**src/rtl/serial_tx_fifo.sv**
```systemverilog
// rtl/serial_tx_fifo.sv - word FIFO feeding an asynchronous-serial transmitter
// Frames go out back-to-back (start, data LSB-first, optional parity, stop bits) while the FIFO holds words.
module serial_tx_fifo #(
   parameter int DATA_WIDTH   = 32,
   parameter int CLKS_PER_BIT = 16,
   parameter int PARITY       = 0,
   parameter int STOP_BITS    = 1,
   parameter int DEPTH        = 4
) (
   input  logic                           clk,
   input  logic                           reset,
   input  logic                           in_valid,
   input  logic [DATA_WIDTH-1:0]          in_data,
   output logic                           in_ready,
   output logic                           tx,
   output logic                           busy,
   output logic [$clog2(DEPTH+1)-1:0]     fifo_count
);

   localparam int   AW      = $clog2(DEPTH);
   localparam int   NW      = $clog2(DEPTH + 1);
   localparam int   CW      = (CLKS_PER_BIT > 1) ? $clog2(CLKS_PER_BIT) : 1;
   localparam int   BW      = $clog2(DATA_WIDTH + 1);
   localparam logic PAR_ODD = 1'(PARITY == 2);

   typedef enum logic [2:0] {S_IDLE, S_START, S_DATA, S_PARITY, S_STOP} state_t;

   logic [DATA_WIDTH-1:0] mem [DEPTH];
   logic [AW-1:0]         wr_ptr, rd_ptr;
   logic [NW-1:0]         count;
   logic [DATA_WIDTH-1:0] head;
   logic                  push, pop, fifo_empty;

   state_t                state, state_next;
   logic [CW-1:0]         baud_cnt, baud_next;
   logic [BW-1:0]         bit_cnt, bit_next;
   logic [DATA_WIDTH-1:0] shift_reg, shift_next;
   logic                  par_bit, par_next;
   logic                  tx_reg, tx_next;
   logic                  bit_end, last_data, last_stop, load;

   // A full FIFO refuses pushes even when a pop happens in the same cycle.
   assign in_ready   = (count != NW'(DEPTH));
   assign push       = in_valid && in_ready;
   assign fifo_empty = (count == '0);
   assign head       = mem[rd_ptr];
   assign fifo_count = count;

   always_ff @(posedge clk) begin
      if (push) begin
         mem[wr_ptr] <= in_data;
      end
   end

   always_ff @(posedge clk or posedge reset) begin
      if (reset) begin
         wr_ptr <= '0;
         rd_ptr <= '0;
         count  <= '0;
      end else begin
         if (push) begin
            wr_ptr <= wr_ptr + AW'(1);
         end
         if (pop) begin
            rd_ptr <= rd_ptr + AW'(1);
         end
         case ({push, pop})
            2'b10:   count <= count + NW'(1);
            2'b01:   count <= count - NW'(1);
            default: count <= count;
         endcase
      end
   end

   assign bit_end   = (baud_cnt == CW'(CLKS_PER_BIT - 1));
   assign last_data = (bit_cnt == BW'(DATA_WIDTH - 1));
   assign last_stop = (bit_cnt == BW'(STOP_BITS - 1));

   always_ff @(posedge clk or posedge reset) begin
      if (reset) begin
         state     <= S_IDLE;
         baud_cnt  <= '0;
         bit_cnt   <= '0;
         shift_reg <= '0;
         par_bit   <= 1'b0;
         tx_reg    <= 1'b1;
      end else begin
         state     <= state_next;
         baud_cnt  <= baud_next;
         bit_cnt   <= bit_next;
         shift_reg <= shift_next;
         par_bit   <= par_next;
         tx_reg    <= tx_next;
      end
   end

   always_comb begin
      state_next = state;
      case (state)
         S_IDLE: begin
            if (!fifo_empty) state_next = S_START;
         end
         S_START: begin
            if (bit_end) state_next = S_DATA;
         end
         S_DATA: begin
            if (bit_end && last_data) state_next = (PARITY != 0) ? S_PARITY : S_STOP;
         end
         S_PARITY: begin
            if (bit_end) state_next = S_STOP;
         end
         S_STOP: begin
            if (bit_end && last_stop) state_next = fifo_empty ? S_IDLE : S_START;
         end
         default: state_next = S_IDLE;
      endcase
   end

   // tx is registered, so each branch sets the level for the bit that starts at this edge.
   always_comb begin
      load       = ((state == S_IDLE) || (state == S_STOP)) && (state_next == S_START);
      pop        = load;
      tx_next    = tx_reg;
      shift_next = shift_reg;
      par_next   = par_bit;
      bit_next   = bit_cnt;
      baud_next  = (bit_end || state == S_IDLE) ? '0 : baud_cnt + CW'(1);
      case (state)
         S_START: begin
            if (bit_end) begin
               tx_next    = shift_reg[0];
               shift_next = shift_reg >> 1;
               bit_next   = '0;
            end
         end
         S_DATA: begin
            if (bit_end) begin
               if (last_data) begin
                  tx_next  = (PARITY != 0) ? par_bit : 1'b1;
                  bit_next = '0;
               end else begin
                  tx_next    = shift_reg[0];
                  shift_next = shift_reg >> 1;
                  bit_next   = bit_cnt + BW'(1);
               end
            end
         end
         S_PARITY: begin
            if (bit_end) begin
               tx_next  = 1'b1;
               bit_next = '0;
            end
         end
         S_STOP: begin
            if (bit_end && !last_stop) begin
               bit_next = bit_cnt + BW'(1);
            end else if (bit_end) begin
               tx_next = 1'b1;
            end
         end
         default: begin
         end
      endcase
      if (load) begin
         shift_next = head;
         par_next   = (^head) ^ PAR_ODD;
         tx_next    = 1'b0;
         bit_next   = '0;
      end
   end

   assign tx   = tx_reg;
   assign busy = (state != S_IDLE) || !fifo_empty;

endmodule

```
**config.mk**
```make
export PLATFORM = sky130hd
export DESIGN_NAME = serial_tx_fifo
export DESIGN_NICKNAME = d
export VERILOG_FILES = /design/src/rtl/serial_tx_fifo.sv
export SDC_FILE = /design/constraint.sdc
export NUM_CORES = 1
export LEC_CHECK = 0
export CAP_MARGIN = 20
export CORE_UTILIZATION = 54
export DETAILED_ROUTE_END_ITERATION = 7
export GPL_TIMING_DRIVEN = 1
export HOLD_SLACK_MARGIN = 0.03
export PLACE_DENSITY_LB_ADDON = 0.08
export SYNTH_ARGS = -nofsm -noshare
export SYNTH_HDL_FRONTEND = slang
export SYNTH_SLANG_ARGS = --single-unit
export TNS_END_PERCENT = 100
```
**constraint.sdc**
```tcl
create_clock -name clk -period 2.76 [get_ports clk]
set_clock_uncertainty 0.1 [all_clocks]
set_input_delay 0.276 -clock clk [delete_from_list [all_inputs] [get_ports clk]]
set_output_delay 0.276 -clock clk [all_outputs]
set_load 0.005 [all_outputs]
```
# ---- After elaboration in Yosys (flattened, before gate mapping)
# Memories as Yosys holds them, arrays and structs flattened.
# Cells that the tools add are included.
dict set report classes {
  add_sub_neg 6
  eq_ne 16
  n_mux 29
  reduce_logical 22
}
# cell n
set op_table {}
lappend op_table {{$mux W32} 4}
lappend op_table {{$pmux W32 S2} 1}
lappend op_table {{$mux W6} 5}
lappend op_table {{$pmux W6 S3} 1}
lappend op_table {{$mux W3} 5}
lappend op_table {{$ne A3 B3 Y1 const B} 5}
lappend op_table {{$pmux W3 S5} 1}
lappend op_table {{$reduce_and A4 Y1} 3}
lappend op_table {{$mux W1} 9}
lappend op_table {{$add A6 B1 Y6 const B} 1}
lappend op_table {{$eq A3 B1 Y1 const B} 2}
lappend op_table {{$eq A3 B2 Y1 const B} 2}
lappend op_table {{$eq A6 B5 Y1 const B} 1}
lappend op_table {{$logic_not A3 Y1} 2}
lappend op_table {{$logic_not A6 Y1} 1}
lappend op_table {{$pmux W3 S2} 1}
lappend op_table {{$reduce_bool A3 Y1} 2}
lappend op_table {{$logic_and A1 B1 Y1} 5}
lappend op_table {{$reduce_bool A5 Y1} 1}
lappend op_table {{$add A2 B1 Y2 const B} 2}
lappend op_table {{$add A4 B1 Y4 const B} 1}
lappend op_table {{$eq A4 B4 Y1 const B} 1}
lappend op_table {{$mux W4} 1}
lappend op_table {{$pmux W1 S4} 1}
lappend op_table {{other kinds (12)} 15}
dict set report word_totals {
  register_bits 53
  ram_bits 128
  in_bits 35
  out_inout_bits 6
  elab_cells 82
  n_memories 1
}
# name words width rd rd_clocked_by_memory_dff wr line
set mem_list {}
lappend mem_list {mem 4 32 1 0 1 28} ;# logic [DATA_WIDTH-1:0] mem [DEPTH];

# ---- Longest topological paths before layout
# Gate-level depths: netlist of run 1.
dict set report logic_depth {
  word_depth 8
  mapped_depth 13
  ltp_nobuf 12
}

# ---- Worst setup path after synthesis of run 1
# OpenSTA, ideal clock, no wires.
dict set report synth_path {
  kind {register to register}
  start {register bit_cnt[0]}
  end {register count[2] (netlist: fifo_count[2])}
  setup_ns 0.079
  arrival_time_ns 2.437
  t_required_ns 2.581
  path_slack_ns 0.143
  stages_incl_launch_ff 14
  n_path_buf 1
  period_less_slack_ns 2.617
  cell_sequence {dfrtp_1 -> inv_1 -> ha_1 -> nor4b_2 -> nand3_1 -> a21o_2 -> inv_2 -> buf_2 -> ha_1 -> inv_1 -> fa_1 -> xor2_1 -> nor2_1 -> xor2_1}
}
dict set report synth_between {
  elab_chain_cells 8
  word_cells_on_any_way 13
  cone_classes {eq/ne: 4; mux: 4; reduce/logical: 5}
}
# item line
set synth_lines {}
lappend synth_lines {{start, declared} 36} ;# logic [BW-1:0] bit_cnt, bit_next;
lappend synth_lines {{start signal, assigned} 90} ;# bit_cnt <= bit_next;
lappend synth_lines {{$eq A6 B5 Y1 or $logic_not A6 Y1 (tied branches)} {76, 77}}
lappend synth_lines {{$logic_and A1 B1 Y1 (on tied branches)} {107, 113}}
lappend synth_lines {{$mux W3 (on tied branches)} {107, 113}}
lappend synth_lines {{$pmux W3 S5 *} 99} ;# case (state)
lappend synth_lines {{$eq A3 B1 Y1 *} 121} ;# load = ((state == S_IDLE) || (state == S_STOP)) && (state_next == S_START);
lappend synth_lines {{$logic_and A1 B1 Y1 *} 121}
lappend synth_lines {{$eq A2 B1 Y1 or $eq A2 B2 Y1 (tied branches)} 67} ;# case ({push, pop})
lappend synth_lines {{$pmux W3 S2 or $reduce_bool A2 Y1 (tied branches)} n/a}
lappend synth_lines {{end signal, assigned} 68} ;# 2'b10: count <= count + NW'(1);
lappend synth_lines {{end signal, assigned} 69} ;# 2'b01: count <= count - NW'(1);
lappend synth_lines {{end signal, assigned} 70} ;# default: count <= count;
lappend synth_lines {{end, declared} 30} ;# logic [NW-1:0] count;
# Every way passes the cells marked *; elsewhere a longest branch is shown, timed or not.
# A chain may end at the register's enable or synchronous reset.

# ---- Worst setup path in the final report of run 1
# Same ends and word-level chain as after synthesis.

==> results of run 1 <==
-- stage by stage --
| stage | std cells | hold slack, ns | total power, mW | utilization | setup WS (ns) |
|---|---|---|---|---|---|
| final | 707 | 0.105 | 6.60 | 0.655 | 0.179 |
| after global routing | 707 | 0.137 | 6.86 | 0.655 | 0.0157 |
| after CTS | 707 | 0.109 | 6.68 | 0.654 | 0.126 |
| after detailed placement | 675 | 0.353 | 4.32 | 0.611 | 0.143 |
| after global placement | 675 | 0.342 | 4.28 | 0.611 | 0.192 |
| after floorplan | 469 | 0.275 | 3.93 | - | 0.143 |
-- report_power, final --
group          switching [mW]  internal, mW  total, mW
Sequential              0.116          3.37       3.48
Combinational           0.429         0.327      0.756
Clock                    1.01          1.35       2.36
Total                    1.56          5.04       6.60
-- kinds of logic (layout without fill, tap and decap cells) --
family	after synthesis	count (layout)
XOR/XNOR	8	8
adder cells (fa/ha/maj)	9	9
multiplexers	39	39
AND/OR/NAND/NOR	94	94
AO/OA/AOI/OAI	97	97
flip-flops	181	181
buffers and inverters	41	103
-- worst max-delay path, delay by kind of cell (launching register included) --
kind,cells,cell delay [ns]
flip-flops,1,0.39
AND/OR/NAND/NOR,3,0.51
AO/OA/AOI/OAI,1,0.25
XOR/XNOR,2,0.29
adder cells (fa/ha/maj),3,0.73
buffers and inverters,3,0.25
-- area by class of cell --
type	count	area [um2]
inverter	15	56.3
fill	970	4600
clock buffer	19	433
clock inverter	13	153
multi-input combinational	247	2130
timing repair buffer	56	583
sequential	181	5170
tap	176	220
-- cells in the final DEF, fill, tap and decap left out, types with 3 or more instances in the layout --
cell	count
xnor2_1	5
dfrtp_1	51
mux4_2	32
o21bai_1	4
edfxtp_1	128
inv_1	13
or4_1	3
and3_1	5
mux2i_1	6
a22oi_1	25
nand2_1	38
clkdlybuf4s50_1	40
buf_4	11
buf_12	5
ha_1	8
clkbuf_16	17
a21o_1	3
inv_6	3
xor2_1	3
nor2_1	24
a21oi_1	12
nand3_1	5
o22ai_1	4
a22o_1	5
o21ai_0	16
o21ai_1	14
-- layer usage --
layer / GRT usage / wire (um) / vias to the layer above
met3: 0.0570 / 569 / 15
met5: 0 / 11 / -
met1: 0.271 / 5840 / 2069
met4: 0.0742 / 176 / 2
li1: - / - / 1916
met2: 0.335 / 6690 / 93
-- how the worst min path moves through the flow --
stage                     slack (ns)     endpoint         from  depth (start not counted)
after detailed placement        0.35  baud_cnt[0]  baud_cnt[0]                          1
after global routing            0.14    wr_ptr[1]        reset                          2
final                           0.11    wr_ptr[0]        reset                          2
after global placement          0.34  baud_cnt[0]  baud_cnt[0]                          1
after CTS                       0.11    wr_ptr[1]        reset                          2
after floorplan                 0.27    mem[0][0]   in_data[0]                          0
==> impl_metrics.tcl, run 1 <==
set metrics [dict create \
    wire_per_inst_um 18.8 \
    netlist_area_um2 7470 \
    layout-drive-gt1-share 0.181 \
    synth_top_area_share 0.515 \
    areaGrowthSynthToFinish_pct 17.1 \
    crit_type "register to register" \
    synth_seq_cells 181 \
    crit_chain "inv_1, ha_1, nor4b_4, nand3_1, a21o_2, inv_2, ha_1, inv_1, fa_1, xor2_1, nor2_1, xor2_1" \
    track_usage 0.207 \
    overflow 0 \
    dpl_cell_area_um2 8150 \
    synth_area_leader_cell "edfxtp_1" \
    root_buffer "clkbuf_16" \
    first_pass_iters 4 \
    rsz0062_at_grt "false" \
    synthTopCellsByArea "edfxtp_1 51%, dfrtp_1 17%, mux4_2 9.7%" \
    grt_pass1_wl_mm 21.8 \
    first_iter_violations 280 \
    seq_area_frac_synth 0.693 \
    ir_worst_vdd_v 0.000490 \
    ant_nets 0 \
    synth_compound_area_frac 0.0888 \
    synth_fa_ha_area_frac 0.0161 \
    grt_max_degree 55 \
    hold_buffers 0 \
    hold_viol_final 0 \
    ys_warn_count 0 \
    period_share 0.935 \
    synth_top_family_by_area "multiplexers" \
    core_area_um2 13300 \
    die_x_um 120 \
    report.final.slew_viol_count 0 \
    insertion_delay_ns 0.43 \
    synth_mux_area_frac 0.107 \
    startpoint_type "register" \
    synth.most_common_cell "edfxtp_1" \
    die-area_um2 14300 \
    drc_errors 0 \
    hold_class "primary input to async pin" \
    leakage_nw 3.17 \
    syn_nets 513 \
    synth_common_cells "128 x edfxtp_1, 52 x dfrtp_1, 38 x nand2_1" \
    largest_register_ffs 128 \
    grt_pass1_vias 4161 \
    clk_pin_slew_ns 0.07 \
    cts_tree "done" \
    fin_nets 562 \
    h-tree-depth 4 \
    gp_congestion 0.830 \
    fp.dieH_um 120 \
    dp_hpwl_mm 8.14 \
    crit_end "fifo_count[2]" \
    slowest_stage "dfrtp_1" \
    timing.fmax_mhz 387 \
    io_pins 41 \
    cts_sinks 181 \
    rr_worst_depth 12 \
    r2r_end "fifo_count[2]" \
    critPathLaunch "bit_cnt[0]" \
    max-clock-path-buffers 2 \
    synth_edf_count 128 \
    cts_buffers 17 \
    status "completed" \
    design_area_um2 8740 \
    syn_inst 469 \
    vias_per_cell 5.79 \
    rows 42 \
    synth.avg_cell_area_um2 15.9 \
    synthFlopType "edfxtp_1" \
    worst-endpoint-required_ns 3.02 \
    num_vias 4095 \
    arrival_ns 2.84 \
    worstMarginPinSlew_ns 0.581 \
    postCtsSetupBuffers 0 \
    io_buffers 40 \
    yosys.cell_types.count 57 \
    regToRegSetupSlack_ns 0.18 \
    synth_simple_gate_area_frac 0.0628 \
    antenna_cells 0 \
    end_kind "register" \
    synth-xor-area-share 0.00938 \
    cpPeakStageDelay_ns 0.39 \
    r2r-start "bit_cnt[0]" \
    wirelength_mm 13.3 \
    synth_async_sr_flop_share 0.293 \
    start_util 0.559 \
    max_cap_violations 0 \
    cp_max_fo 4 \
    layout_min_cycle_time_ns 2.58 \
    slew_headroom 0.612 \
    antenna_found_initial 1 \
    cts.repair.resized 0 \
    powerDensity_nw_per_um2 755 \
    setup_viol 0 \
    finalSetupTns_ns 0 \
]
Power figures use the tool's default switching activity.
==> run 2, diff against run 1 <==
--- a/config.mk
+++ b/config.mk
@@ -6,8 +6,9 @@
 export NUM_CORES = 1
 export LEC_CHECK = 0
 export CAP_MARGIN = 20
-export CORE_UTILIZATION = 54
+export CORE_UTILIZATION = 55
 export DETAILED_ROUTE_END_ITERATION = 7
+export DONT_BUFFER_PORTS = 1
 export GPL_TIMING_DRIVEN = 1
 export HOLD_SLACK_MARGIN = 0.03
 export PLACE_DENSITY_LB_ADDON = 0.08
==> impl_metrics.tcl, run 2 (synthesis results as in run 1) <==
set metrics [dict create \
    report.final.slew_viol_count 0 \
    cts_buffers 17 \
    gp_congestion 0.810 \
    cp_max_fo 3 \
    ir_worst_vdd_v 0.000604 \
    status "completed" \
    leakage_nw 3.17 \
    die_x_um 119 \
    place_ws_ns 0.180 \
    fin_nets 558 \
    first_pass_iters 7 \
    clk_pin_slew_ns 0.06 \
    root_buffer "clkbuf_16" \
    first_iter_violations 304 \
    worstMarginPinSlew_ns 0.619 \
    finalSetupTns_ns 0 \
    setup_ws_ns 0.214 \
    ant_nets 0 \
    startpoint_type "register" \
    cts_tree "done" \
    core_area_um2 13200 \
    slew_headroom 0.588 \
    fillers 966 \
    mostFrequentLayoutCells "128 x edfxtp_1, 51 x dfrtp_1, 38 x nand2_1" \
    start_util 0.564 \
    cts_sinks 181 \
    grt_pass1_vias 4355 \
    largest_register_ffs 128 \
    max-clock-path-buffers 2 \
    die-area_um2 14000 \
    rsz0062_at_grt "false" \
    dp_hpwl_mm 8.00 \
    wire_per_inst_um 19.4 \
    rows 42 \
    timing.fmax_mhz 393 \
    arrival_ns 2.79 \
    crit_type "register to register" \
    antenna_found_initial 1 \
    period_share 0.922 \
    hold_viol_final 0 \
    num_vias 4112 \
    vias_per_cell 5.84 \
    insertion_delay_ns 0.42 \
    powerDensity_nw_per_um2 777 \
    end_kind "register" \
    overflow 0 \
    worst-endpoint-required_ns 3.00 \
    layout_min_cycle_time_ns 2.55 \
    grt_pass1_wl_mm 22.5 \
    postCtsSetupBuffers 0 \
    grt_max_degree 55 \
    track_usage 0.214 \
    areaGrowthSynthToFinish_pct 16.9 \
    setup_viol 0 \
    hold_class "primary input to register" \
    layout-drive-gt1-share 0.190 \
    h-tree-depth 4 \
    io_pins 41 \
    drc_errors 0 \
    wirelength_mm 13.7 \
    fp.dieH_um 119 \
    max_cap_violations 0 \
    io_buffers 0 \
    mostFrequentLayoutCell "edfxtp_1" \
]
run 2: cell count changes in the layout (fill, tap and decap cells not counted), sizes merged:
| cell | change |
|---|---|
| buf | +3 |
| bufinv | +3 |
| clkbuf | +2 |
| clkdlybuf4s50 | -40 |
| clkinv | -4 |
| clkinvlp | +1 |
| diode | +1 |
| dlygate4sd3 | +33 |
| inv | -2 |
run 2: power by group:
group	internal (mW)	switching [mW]	total (mW)
logic	0.253	0.408	0.661
registers	3.37	0.120	3.49
clock network	1.64	0.986	2.63
run 2: area by class of cell:
class / instances / area, um2 / share of cell area
antenna: 1 / 2.50 / 0.000287
clock buffer: 21 / 450 / 0.0516
clock inverter: 11 / 199 / 0.0228
inverter: 15 / 56.3 / 0.00645
multi-input combinational: 247 / 2130 / 0.244
sequential: 181 / 5170 / 0.593
tap: 176 / 220 / 0.0252
timing repair buffer: 52 / 498 / 0.0571
run 2: worst paths after layout:
check / slack, ns / to / depth (start not counted) / startpoint
max: 0.21 / fifo_count[2] / 12 / bit_cnt[1]
min: 0.06 / wr_ptr[0] / 2 / in_valid
max reg2reg: 0.21 / fifo_count[2] / 12 / bit_cnt[1]
min reg2reg: 0.36 / baud_cnt[0] / 1 / baud_cnt[0]
max in group asynchronous: 1.73 / rd_ptr[0] / 3 / reset
min in group asynchronous: 0.21 / baud_cnt[1] / 2 / reset
run 2: worst max-delay path: stages (launching register included):
cell	delay (ns)
dfrtp_1	0.40
inv_1	0.10
ha_1	0.18
nor4b_4	0.23
nand3_1	0.16
a21o_2	0.25
inv_2	0.05
ha_1	0.16
inv_1	0.06
fa_1	0.37
xor2_1	0.15
nor2_1	0.10
xor2_1	0.15
run 2: layer usage:
metal,global-route usage,share of wire
met5,0,0
met4,0.0791,0.0072
met3,0.0550,0.047
met2,0.353,0.51
met1,0.275,0.44
run 2: through the flow:
stage	std cells	hold slack, ns	instance area, um2	util	total power, mW
floorplan	469	0.275	7470	-	3.93
global placement	638	0.0788	7730	0.584	4.14
detailed placement	638	0.0828	7730	0.584	4.18
CTS	703	0.0433	8710	0.658	6.85
global route	704	0.0862	8730	0.659	7.03
finish	704	0.0551	8730	0.659	6.78
run 2: repair_timing:
| item | CTS | global route |
|---|---|---|
| hold endpoints to repair | 146 | 0 |
| hold buffers | 33 | 0 |
| setup endpoints to repair | 0 | 1 |
| resized for setup | 0 | 2 |
==> run 3, diff against run 2 <==
--- a/config.mk
+++ b/config.mk
@@ -11,7 +11,7 @@
 export DONT_BUFFER_PORTS = 1
 export GPL_TIMING_DRIVEN = 1
 export HOLD_SLACK_MARGIN = 0.03
-export PLACE_DENSITY_LB_ADDON = 0.08
+export PLACE_DENSITY = 0.7
 export SYNTH_ARGS = -nofsm -noshare
 export SYNTH_HDL_FRONTEND = slang
 export SYNTH_SLANG_ARGS = --single-unit
==> impl_metrics.tcl, run 3 (synthesis results as in run 1) <==
set metrics [dict create \
    slew_headroom 0.534 \
    ir_worst_vdd_v 0.000692 \
    rows 42 \
    grt_pass1_wl_mm 22.3 \
    gp_congestion 0.868 \
    rsz0062_at_grt "false" \
    vias_per_cell 5.89 \
    h-tree-depth 4 \
    start_util 0.564 \
    cts_tree "done" \
    cts_buffers 17 \
    fp.dieH_um 119 \
    fillers 954 \
    clockPowerShare 0.360 \
    cp_max_fo 4 \
    io_pins 41 \
    timing.fmax_mhz 386 \
    die-area_um2 14000 \
    p_sw_frac 0.237 \
    combPwrFrac 0.103 \
    layout-drive-gt1-share 0.184 \
    design_area_um2 8630 \
    mostFrequentLayoutCells "128 x edfxtp_1, 51 x dfrtp_1, 38 x nand2_1" \
    status "completed" \
    p_sw_mw 1.54 \
    report.final.slew_viol_count 0 \
    finalSetupTns_ns 0 \
    pwr-share-seq 0.537 \
    hold_class "primary input to register" \
    clk_pin_slew_ns 0.06 \
    arrival_ns 2.84 \
    grt_pass1_vias 4379 \
    mostFrequentLayoutCell "edfxtp_1" \
    power.internal_mw 4.96 \
    core_area_um2 13200 \
    period_share 0.939 \
    wire_per_inst_um 19.1 \
    overflow 0 \
    first_pass_iters 5 \
    dp_hpwl_mm 8.02 \
    layout_min_cycle_time_ns 2.59 \
    hold_viol_final 0 \
    insertion_delay_ns 0.42 \
    num_vias 4126 \
    fin_nets 554 \
    antenna_found_initial 2 \
    cts_sinks 181 \
    startpoint_type "register" \
    worstMarginPinSlew_ns 0.698 \
    ant_nets 0 \
    powerDensity_nw_per_um2 753 \
    root_buffer "clkbuf_16" \
    first_iter_violations 365 \
    numPlacedInstances 634 \
    die_x_um 119 \
    areaGrowthSynthToFinish_pct 15.5 \
    worst-endpoint-required_ns 3.00 \
    track_usage 0.211 \
    leakage_nw 3.11 \
    drc_errors 0 \
    max_cap_violations 0 \
    setup_viol 0 \
    end_kind "register" \
    io_buffers 0 \
    largest_register_ffs 128 \
    crit_type "register to register" \
    max-clock-path-buffers 2 \
    wirelength_mm 13.4 \
    grt_max_degree 55 \
    dpl_cell_area_um2 7700 \
    fin_cells 701 \
    utilization 0.651 \
]
[run 3: changes by cell type in the layout (fill, tap and decap cells not counted), moves of 2 or more]
| cell | before | now |
|---|---|---|
| clkinvlp_4 | 2 | 4 |
| clkinv_1 | 0 | 2 |
| clkbuf_1 | 3 | 0 |
| bufinv_16 | 5 | 2 |
| buf_4 | 17 | 13 |
| inv_6 | 1 | 5 |
[run 3: final cells by class]
type | count | area, um2 | area share
clock buffers | 17 | 425 | 0.0493
flip-flops and latches | 181 | 5170 | 0.600
well taps | 176 | 220 | 0.0255
clock inverters | 15 | 151 | 0.0176
diodes | 2 | 5.00 | 0.000580
repair buffers | 48 | 468 | 0.0543
multi-input cells | 247 | 2130 | 0.247
inverters | 15 | 56.3 | 0.00653
[run 3: stage by stage]
| step | power, mW | hold slack [ns] | setup slack [ns] |
|---|---|---|---|
| global placement | 4.14 | 0.192 | 0.206 |
| floorplan | 3.93 | 0.275 | 0.143 |
| CTS | 6.57 | 0.0464 | 0.129 |
| finish | 6.50 | 0.0540 | 0.169 |
| global route | 6.75 | 0.0505 | 0.0416 |
| detailed placement | 4.18 | 0.215 | 0.142 |
[run 3: critical path, cell delays in order, from the launching register on]
cell     delay, ns
dfrtp_1       0.38
inv_1         0.13
ha_1          0.20
nor4b_4       0.23
nand3_1       0.16
a21o_2        0.25
inv_2         0.05
ha_1          0.16
inv_1         0.06
fa_1          0.37
xor2_1        0.15
nor2_1        0.11
xor2_1        0.16
[run 3: timing repair]
item / 4_1_cts / 5_1_grt
endpoints found under the hold margin: 158 / 0
setup endpoints to repair: 0 / 1
hold buffers: 33 / 0
buffers inserted: 0 / 0
gates resized for setup: 0 / 1
[run 3: path summary, 6_finish.rpt]
check / from / end / slack (ns) / cells after the start
worst min register to register: baud_cnt[0] / baud_cnt[0] / 0.36 / 1
worst max register to register: bit_cnt[0] / fifo_count[2] / 0.17 / 12
worst max-delay path: bit_cnt[0] / fifo_count[2] / 0.17 / 12
worst min-delay path: in_valid / wr_ptr[0] / 0.05 / 2
max in group asynchronous: reset / rd_ptr[0] / 1.46 / 3
min in group asynchronous: reset / fifo_count[0] / 0.32 / 2
[run 3: layer usage]
layer	routed length [um]	vias up	GRT usage	part of all wire
li1	-	1904	-	-
met1	5690	2106	0.269	0.43
met2	6970	104	0.354	0.52
met3	548	12	0.0536	0.041
met4	155	0	0.0712	0.012
met5	0	-	0	0
[run 3: power by group through the flow]
stage                     sequential (mW)  clock (mW)  combinational [mW]
final                                3.49        2.34               0.669
after global routing                 3.52        2.50               0.731
after CTS                            3.50        2.38               0.686
after detailed placement             3.55           0               0.626
after global placement               3.52           0               0.616
after floorplan                      3.51           0               0.423
